===== src/rtl/turing_machine_v2.sv =====
// rtl/turing_machine_v2.sv - parametrised successor Turing-machine engine with a user-loaded rule table
//
// Purpose:
//   Loads a tape and a transition table one symbol-wide chunk at a time
//   through a next/done pin pair. It then runs the machine one step per
//   clock until it halts or faults, and afterwards lets the tape be read
//   back cell by cell.
//
// Optional feature macro: TM_STEP_LIMIT_EN
//   When defined, a step-limit watchdog is built. It faults the machine
//   after MAX_STEPS non-halting steps.
//
// Ports:
//   clock         in   system clock
//   reset         in   synchronous, active-low reset
//   input_data    in   [SYM_W-1:0] tape symbol or rule chunk to load
//   next          in   level; each rising edge is one load/advance action
//   done          in   level; a rising edge ends the tape load
//   display       out  [SYM_W+IDX_W-1:0] {symbol, index} readout
//   compute_done  out  high in HALTED or FAULT
//   fault         out  high in FAULT

module turing_machine_v2 #(
  parameter int SYM_W     = 4,
  parameter int TAPE_LEN  = 64,
  parameter int N_STATES  = 8,
  parameter int MAX_STEPS = 1024
) (
  input  logic                               clock,
  input  logic                               reset,
  input  logic [SYM_W-1:0]                   input_data,
  input  logic                               next,
  input  logic                               done,
  output logic [SYM_W+$clog2(TAPE_LEN)-1:0]  display,
  output logic                               compute_done,
  output logic                               fault
);

  localparam int IDX_W   = $clog2(TAPE_LEN);
  localparam int ST_W    = $clog2(N_STATES);
  localparam int WP_W    = $clog2(TAPE_LEN + 1);
  localparam int ENTRY_W = 2 + SYM_W + ST_W;
  localparam int NIB     = (ENTRY_W + SYM_W - 1) / SYM_W;
  localparam int NIB_W   = (NIB > 1) ? $clog2(NIB) : 1;
  localparam int RIDX_W  = ST_W + SYM_W;
  localparam int N_RULES = N_STATES * (1 << SYM_W);

  typedef enum logic [2:0] {
    S_LOAD_TAPE,
    S_LOAD_RULES,
    S_RUN,
    S_HALTED,
    S_FAULT
  } state_t;

  state_t                   state;
  logic [SYM_W-1:0]         tape [TAPE_LEN];
  logic [ENTRY_W-1:0]       rules [N_RULES];
  logic [WP_W-1:0]          wp;
  logic [SYM_W-1:0]         last_sym;
  logic [RIDX_W-1:0]        rule_idx;
  logic [NIB_W-1:0]         chunk_cnt;
  logic [NIB*SYM_W-1:0]     acc;
  logic [IDX_W-1:0]         head;
  logic [ST_W-1:0]          cur_state;
  logic [IDX_W-1:0]         disp_ptr;
  logic                     next_q;
  logic                     done_q;

  logic                     next_rise;
  logic                     done_rise;
  logic [NIB*SYM_W-1:0]     assembled;
  logic [SYM_W-1:0]         cur_sym;
  logic [RIDX_W-1:0]        rule_addr;
  logic [ENTRY_W-1:0]       entry;
  logic                     e_halt;
  logic                     e_right;
  logic [SYM_W-1:0]         e_wsym;
  logic [ST_W-1:0]          e_ns;
  logic                     off_tape;

  assign next_rise = next & ~next_q;
  assign done_rise = done & ~done_q;

  // The final chunk of an entry is combined straight from the input.
  // As a result, a complete entry is written to the table in one shot.
  always_comb begin
    assembled = acc;
    assembled[(NIB-1)*SYM_W +: SYM_W] = input_data;
  end

  // Bits of the last chunk above ENTRY_W are dropped on purpose.
  logic unused_chunk_bits;
  assign unused_chunk_bits = ^assembled;

  assign cur_sym   = tape[head];
  assign rule_addr = {cur_state, cur_sym};

  // A next_state beyond N_STATES-1 can address a hole in the table.
  // That happens only when N_STATES is not a power of two.
  // Such a lookup is treated as a halt entry.
  assign entry = (int'(rule_addr) < N_RULES) ? rules[rule_addr] : ENTRY_W'(1);

  assign e_halt  = entry[0];
  assign e_right = entry[1];
  assign e_wsym  = entry[SYM_W+1:2];
  assign e_ns    = entry[ENTRY_W-1 -: ST_W];

  assign off_tape = e_right ? (head == IDX_W'(TAPE_LEN - 1)) : (head == '0);

`ifdef TM_STEP_LIMIT_EN
  localparam int STEP_W = $clog2(MAX_STEPS + 1);
  logic [STEP_W-1:0] step_cnt;
`else
  logic unused_max_steps;
  assign unused_max_steps = (MAX_STEPS > 0);
`endif

  always_ff @(posedge clock) begin
    if (!reset) begin
      state        <= S_LOAD_TAPE;
      for (int i = 0; i < TAPE_LEN; i++) tape[i] <= '0;
      for (int i = 0; i < N_RULES; i++) rules[i] <= '0;
      wp           <= '0;
      last_sym     <= '0;
      rule_idx     <= '0;
      chunk_cnt    <= '0;
      acc          <= '0;
      head         <= '0;
      cur_state    <= '0;
      disp_ptr     <= '0;
      next_q       <= 1'b0;
      done_q       <= 1'b0;
      display      <= '0;
      compute_done <= 1'b0;
      fault        <= 1'b0;
`ifdef TM_STEP_LIMIT_EN
      step_cnt     <= '0;
`endif
    end else begin
      next_q <= next;
      done_q <= done;

      // Outputs reflect the state held before this edge.
      // Because of that, they trail every state change by one cycle.
      compute_done <= (state == S_HALTED) || (state == S_FAULT);
      fault        <= (state == S_FAULT);
      case (state)
        S_LOAD_TAPE:  display <= {last_sym, IDX_W'(wp)};
        S_LOAD_RULES: display <= {{SYM_W{1'b0}}, IDX_W'(rule_idx)};
        S_RUN:        display <= {cur_sym, head};
        default:      display <= {tape[disp_ptr], disp_ptr};
      endcase

      case (state)
        S_LOAD_TAPE: begin
          // A write and a done edge in the same cycle both take effect.
          if (next_rise && (wp < WP_W'(TAPE_LEN))) begin
            tape[IDX_W'(wp)] <= input_data;
            last_sym         <= input_data;
            wp               <= wp + 1'b1;
          end
          if (done_rise) begin
            state <= S_LOAD_RULES;
          end
        end

        S_LOAD_RULES: begin
          if (next_rise) begin
            if (chunk_cnt == NIB_W'(NIB - 1)) begin
              rules[rule_idx] <= assembled[ENTRY_W-1:0];
              chunk_cnt       <= '0;
              if (rule_idx == RIDX_W'(N_RULES - 1)) begin
                state     <= S_RUN;
                head      <= '0;
                cur_state <= '0;
              end else begin
                rule_idx <= rule_idx + 1'b1;
              end
            end else begin
              acc[int'(chunk_cnt)*SYM_W +: SYM_W] <= input_data;
              chunk_cnt <= chunk_cnt + 1'b1;
            end
          end
        end

        S_RUN: begin
          if (e_halt) begin
            state <= S_HALTED;
          end else begin
            tape[head] <= e_wsym;
            cur_state  <= e_ns;
            // When the move would leave the tape, the write and state update still happen.
            // Only the head stays where it is.
            if (off_tape) begin
              state <= S_FAULT;
            end else if (e_right) begin
              head <= head + 1'b1;
            end else begin
              head <= head - 1'b1;
            end
`ifdef TM_STEP_LIMIT_EN
            step_cnt <= step_cnt + 1'b1;
            if (step_cnt == STEP_W'(MAX_STEPS - 1)) begin
              state <= S_FAULT;
            end
`endif
          end
        end

        default: begin
          if (next_rise) begin
            disp_ptr <= (disp_ptr == IDX_W'(TAPE_LEN - 1)) ? '0 : disp_ptr + 1'b1;
          end
        end
      endcase
    end
  end

endmodule

===== config.mk =====
export PLATFORM = sky130hd
export DESIGN_NAME = turing_machine_v2
export DESIGN_NICKNAME = d
export VERILOG_FILES = /design/src/rtl/turing_machine_v2.sv
export SDC_FILE = /design/constraint.sdc
export NUM_CORES = 2
export LEC_CHECK = 0
export ABC_AREA = 1
export BUFFER_PORTS_ARGS = -buffer_cell sky130_fd_sc_hd__buf_2
export CORE_UTILIZATION = 45
export DETAILED_ROUTE_END_ITERATION = 12
export GPL_TIMING_DRIVEN = 1
export PLACE_DENSITY_LB_ADDON = 0.2
export SKIP_CTS_REPAIR_TIMING = 1
export SYNTH_ARGS = -nofsm -noshare
export SYNTH_HDL_FRONTEND = slang
export SYNTH_SLANG_ARGS = --single-unit

===== constraint.sdc =====
create_clock -name clock -period 6.3 [get_ports clock]
set_input_delay 0.315 -clock clock [delete_from_list [all_inputs] [get_ports clock]]
set_output_delay 0.315 -clock clock [all_outputs]
set_load 0.005 [all_outputs]

# == Yosys cells after proc, flatten, opt, wreduce, memory -nomap -nowiden ==
# Memory sizes are Yosys's and may differ from the RTL's. A register that Yosys moved wholly into a read port is not among the register bits.
# Index checks and enable logic that the tools add are counted.
# word_totals
register_bits,64
mem_bits_rw,1408
in_bits,8
wordCells,117
memories,2
# memory_table
name,depth,word_bits,rd,rd_clocked_by_memory_dff,write_ports,line,rtl
rules,128,9,1,0,128,58,logic [ENTRY_W-1:0] rules [N_RULES];
tape,64,4,2,2,64,57,logic [SYM_W-1:0] tape [TAPE_LEN];
# classes
add_sub_neg,7
n_lt_le_gt_ge,1
n_eq_ne,15
shifts,2
muxes,51
n_bitwise,7
reduce_logical,18
# ops
cell,count
$mux W6,13
$neg A4 Y33,1
$shift A4 B33 Y12 const A,1
$shiftx A4 B33 Y12,1
$mux W3,10
$pmux W10 S3,1
$mux W1,18
$add A7 B1 Y7 const B,2
$add A6 B1 Y6 const B,2
$bwmux W12,1
$eq A6 B6 Y1 const B,2
$ne A2 B2 Y1 const B,6
$pmux W6 S2,1
$reduce_and A6 Y1,2
$mux W9,1
$pmux W3 S3,1
$reduce_or A9 Y1,1
$mux W4,2
$reduce_or A4 Y1,2
$eq A7 B7 Y1 const B,1
$lt A7 B7 Y1 const B,1
$mux W7,1
$eq A3 B2 Y1 const B,2
$logic_not A6 Y1,1
20 further kinds,27

# == Logic depth before layout (Yosys ltp) ==
# depth
word_depth,10
ltp_mapped,34

# == Worst setup path after synthesis ==
# Ideal clock, no wire load.
# synth_timing
path_kind,flip-flop to flip-flop
from,reg (tool-made name)
to,"mem tape[0][0], enable pin"
arrival_time_ns,3.394
required_time_ns,5.992
path_slack_ns,2.598
stages_incl_launch_ff,27
path_buffers,6
synth_period_minus_slack_ns,3.702
path_cell_list,dfxtp_1 buf_2 buf_2 buf_1 nand3_1 nand3_1 nand3_1 nand3_1 nand2_1 inv_2 buf_2 buf_2 o21ai_1 o211ai_1 o211ai_1 nand3_1 nand3_1 nand3_1 nand2_1 nand3_2 buf_6 nand2_1 nand2_1 nand2_1 nor2_2 nand2_1 nand2_1
# synth_rtl
item,line
"end, declared",57

==> run_summary.xml <==
<?xml version="1.0" encoding="UTF-8"?>
<metrics>
  <group name="status">
    <metric name="run_status" unit="">complete, but fails checks</metric>
    <metric name="violations_in_the_final_reports" unit="">negative hold slack</metric>
  </group>
  <group name="placement">
    <metric name="pre_cts_ws" unit="ps">711</metric>
    <metric name="place_congestion" unit="">0.958</metric>
    <metric name="hpwlAfterDp" unit="µm">135000</metric>
    <metric name="numPortBuffers" unit="">19</metric>
    <metric name="place_inst" unit="">8868</metric>
  </group>
  <group name="clock_network">
    <metric name="clkSlewWorstSetupHoldPaths" unit="ps">60</metric>
    <metric name="cts_max_level" unit="">4</metric>
    <metric name="numCtsBuffers" unit="">162</metric>
    <metric name="cts_root_buf" unit="">sky130_fd_sc_hd__clkbuf_16</metric>
    <metric name="cts_sinks" unit="">1480</metric>
    <metric name="clock_latency" unit="ps">830</metric>
    <metric name="clock_tree.buffer_depth" unit="">3</metric>
    <metric name="tritoncts" unit="">done</metric>
  </group>
  <group name="drt">
    <metric name="via_count" unit="">54900</metric>
    <metric name="detail_route.iter0.violations" unit="">7186</metric>
    <metric name="drt-total-wl" unit="µm">223000</metric>
    <metric name="routed_via_density" unit="">5.99</metric>
    <metric name="drcViolationCount" unit="">0</metric>
    <metric name="routedWlPerCell" unit="µm">24.3</metric>
    <metric name="drt-pass1-iter-count" unit="">7</metric>
    <metric name="final_antenna_net_count" unit="">0</metric>
  </group>
  <group name="timing">
    <metric name="timing_max_transition_violations_final" unit="">0</metric>
    <metric name="min_period" unit="ps">5710</metric>
    <metric name="final.period_utilization" unit="%">90.6</metric>
    <metric name="fmax" unit="MHz">175</metric>
    <metric name="clock-skew-final" unit="ps">82.3</metric>
    <metric name="layout_setup_ws" unit="ps">593</metric>
    <metric name="setup-tns-final" unit="ps">0</metric>
    <metric name="hold-worst-slack" unit="ps">-19.8</metric>
    <metric name="finalHoldViolCount" unit="">1</metric>
    <metric name="grt_setup_unrepaired" unit="">no</metric>
    <metric name="transition_time_at_the_pin_with_the_least_slew_margin" unit="ps">1200</metric>
    <metric name="timing.final.setup_violations" unit="">0</metric>
    <metric name="worst_slew_margin_rel" unit="%">19.2</metric>
  </group>
  <group name="worst_setup_path">
    <metric name="critPathBufInv" unit="">4</metric>
    <metric name="start_kind" unit="">register</metric>
    <metric name="timing.setup.critical_path_class" unit="">register to register</metric>
    <metric name="r2r_slack" unit="ps">590</metric>
    <metric name="crit_family" unit="">simple AND/OR/NAND/NOR gates</metric>
    <metric name="crit_path_top_delay_cell" unit="">sky130_fd_sc_hd__nor2_2</metric>
    <metric name="highest_fanout_seen_on_the_critical_path" unit="">52</metric>
    <metric name="timing.critical_path.arrival" unit="ps">6220</metric>
    <metric name="crit_path_max_incr_delay" unit="ps">520</metric>
    <metric name="crit_top_cell" unit="">sky130_fd_sc_hd__nand2_1</metric>
    <metric name="timing.reg2reg.worst_path_depth" unit="">26</metric>
    <metric name="critical_path_depth" unit="">26</metric>
    <metric name="cp.required" unit="ps">6810</metric>
    <metric name="capturing_instance_or_port_of_the_critical_path" unit="">tape[41][3]$_SDFFCE_PN0P_</metric>
    <metric name="cp-end-kind" unit="">register</metric>
    <metric name="worst_r2r_endpoint" unit="">tape[41][3]$_SDFFCE_PN0P_</metric>
  </group>
  <group name="synthesis">
    <metric name="post_synth_inst_count" unit="">7194</metric>
    <metric name="synth_async_sr_flop_share" unit="%">0</metric>
    <metric name="synth_top_area_share" unit="%">61.1</metric>
    <metric name="synth_seq_cells" unit="">1480</metric>
    <metric name="count_of_distinct_cell_types_in_the_synthesized_netlist" unit="">47</metric>
    <metric name="synthDominantAreaCellType" unit="">sky130_fd_sc_hd__edfxtp_1</metric>
    <metric name="yosysWarnings" unit="">0</metric>
    <metric name="dominantRegCellSynth" unit="">sky130_fd_sc_hd__edfxtp_1</metric>
    <metric name="synth_sequential_area_ratio" unit="%">63.2</metric>
    <metric name="synthesis.nets" unit="">7211</metric>
    <metric name="synth_enable_flop_cells" unit="">1408</metric>
    <metric name="syn_avg_cell_area" unit="µm²">9.61</metric>
    <metric name="synthTopCellsByArea" unit="">sky130_fd_sc_hd__edfxtp_1 61%, sky130_fd_sc_hd__nor2_1 11%, sky130_fd_sc_hd__nand2_1 6.3%</metric>
    <metric name="post_synth_instance_area" unit="µm²">69200</metric>
  </group>
  <group name="layout">
    <metric name="ratio_of_cells_with_drive_above_1_in_the_final_layout" unit="%">6.71</metric>
    <metric name="final-instance-count-excl-fill" unit="">9177</metric>
    <metric name="finalNetCount" unit="">7025</metric>
    <metric name="layout_common_cells" unit="">2067 x sky130_fd_sc_hd__nor2_1, 1408 x sky130_fd_sc_hd__edfxtp_1, 1164 x sky130_fd_sc_hd__nand2_1</metric>
    <metric name="multi_input_area" unit="µm²">22800</metric>
    <metric name="num-fill-cells" unit="">13800</metric>
    <metric name="area_growth_syn_to_layout" unit="%">10.8</metric>
    <metric name="seq_area" unit="µm²">43700</metric>
    <metric name="mostFrequentLayoutCell" unit="">sky130_fd_sc_hd__nor2_1</metric>
  </group>
  <group name="die">
    <metric name="chipHeight" unit="µm">394</metric>
    <metric name="std_cell_rows" unit="">143</metric>
    <metric name="floorplan.die_area" unit="µm²">155000</metric>
    <metric name="floorplan.initialDensity" unit="%">45.4</metric>
    <metric name="ioPinCount" unit="">20</metric>
    <metric name="die_width" unit="µm">394</metric>
    <metric name="core_area" unit="µm²">152000</metric>
  </group>
  <group name="run">
    <metric name="timing.max_cap.violations" unit="">0</metric>
  </group>
  <group name="min_path">
    <metric name="hold_path_class" unit="">primary input to register</metric>
    <metric name="hold-path-cell-count" unit="">3</metric>
  </group>
  <group name="global_routing">
    <metric name="grt_antenna_before_repair" unit="">2</metric>
    <metric name="grt_first_pass_wirelength" unit="µm">332000</metric>
    <metric name="groute.usage.overall" unit="%">28.1</metric>
    <metric name="grt_pass1_vias" unit="">52100</metric>
    <metric name="grt.overflow.total" unit="">0</metric>
    <metric name="grt_max_degree" unit="">125</metric>
  </group>
  <group name="power_and_ir_drop">
    <metric name="report.power.total" unit="mW">35.9</metric>
    <metric name="power.ir.vdd_worst" unit="V">0.000445</metric>
    <metric name="static_leakage" unit="nW">27.1</metric>
    <metric name="power.density_cell_area" unit="nW/µm²">468</metric>
  </group>
</metrics>
routing by layer:
metal  vias up  track usage, %  wire length (µm)
met5         -               0                 7
met4         2            10.9              7850
met3       454            4.58             21300
met2      3130            43.1            101000
met1     26800            39.9             92800
li1      24600               -                 -
cell usage after synthesis (3+ instances only):
cell,instances
sky130_fd_sc_hd__a211oi_1,6
sky130_fd_sc_hd__a21oi_1,66
sky130_fd_sc_hd__a221oi_1,8
sky130_fd_sc_hd__a31oi_1,5
sky130_fd_sc_hd__a32o_1,14
sky130_fd_sc_hd__buf_1,33
sky130_fd_sc_hd__buf_2,151
sky130_fd_sc_hd__buf_4,12
sky130_fd_sc_hd__clkbuf_1,353
sky130_fd_sc_hd__clkinv_1,3
sky130_fd_sc_hd__dfxtp_1,72
sky130_fd_sc_hd__edfxtp_1,1408
sky130_fd_sc_hd__ha_1,9
sky130_fd_sc_hd__inv_1,112
sky130_fd_sc_hd__inv_2,7
sky130_fd_sc_hd__nand2_1,1167
sky130_fd_sc_hd__nand3_1,679
sky130_fd_sc_hd__nand3_2,4
sky130_fd_sc_hd__nand3b_1,20
sky130_fd_sc_hd__nand4_1,13
sky130_fd_sc_hd__nor2_1,2071
sky130_fd_sc_hd__nor2_2,16
sky130_fd_sc_hd__nor3_1,33
sky130_fd_sc_hd__nor4_1,4
sky130_fd_sc_hd__o211ai_1,38
sky130_fd_sc_hd__o21ai_0,462
sky130_fd_sc_hd__o21ai_1,11
sky130_fd_sc_hd__o21bai_1,111
sky130_fd_sc_hd__o221ai_1,11
sky130_fd_sc_hd__o22ai_1,138
sky130_fd_sc_hd__o311ai_0,128
sky130_fd_sc_hd__o31ai_4,3
sky130_fd_sc_hd__o32ai_1,3
sky130_fd_sc_hd__or2_1,3
how the worst min path moves through the flow:
stage               slack [ps]               start               endpoint
floorplan                  410                next      next_q$_SDFF_PN0_
global placement           480  wp[6]$_SDFFE_PN0P_     wp[6]$_SDFFE_PN0P_
detailed placement         480  wp[6]$_SDFFE_PN0P_     wp[6]$_SDFFE_PN0P_
CTS                       -360                next      next_q$_SDFF_PN0_
global route                20               reset  state[2]$_SDFFE_PN0P_
finish                     -20               reset  state[2]$_SDFFE_PN0P_
report_power, final:
part           internal [mW]  total [mW]  leakage (nW)  switching, mW
Clock                   5.25        9.34          2.52           4.09
Sequential              11.1        11.3          15.1          0.201
Combinational           4.18        15.2          9.44           11.0
state kept, by name (all words and copies together), names as in the netlist, named ones only:
signal and flops:
acc 8, chunk_cnt 2, compute_done 1, cur_state 3, disp_ptr 6, display 10
done_q 1, fault 1, head 6, last_sym 4, next_q 1, rule_idx 7
rules 1152, state 3, tape 256, wp 7
layout make-up:
cell class                 count  area share [%]
multi-input combinational   5042            29.7
inverter                     122           0.682
tap                         2030            3.31
clock inverter                80            1.05
clock buffer                 219            5.70
antenna                        4          0.0131
sequential                  1480            57.1
timing repair buffer         200            2.47
tightest hold or removal path: stages:
cell                      delay (ps)
sky130_fd_sc_hd__buf_8           200
sky130_fd_sc_hd__nand2_1         150
sky130_fd_sc_hd__a21oi_1          40
cell families after synthesis:
logic type / synth area share (%)
and+or+nand+nor: 23.4
xor gates and xnor gates: 0.0380
AOI/OAI and AO/OA: 9.18
buffers and inverters: 4.00
adders and majority gates: 0.163
DFF: 63.2
per-stage QoR:
stage | utilization (%) | hold WS [ps] | cell area [µm²]
after floorplan | - | 408 | 69200
after global placement | 46.9 | 477 | 71400
after detailed placement | 46.9 | 481 | 71400
after CTS | 50.3 | -364 | 76600
after global routing | 50.3 | 22.4 | 76600
final | 50.3 | -19.8 | 76700
Power figures use the tool's default switching activity.
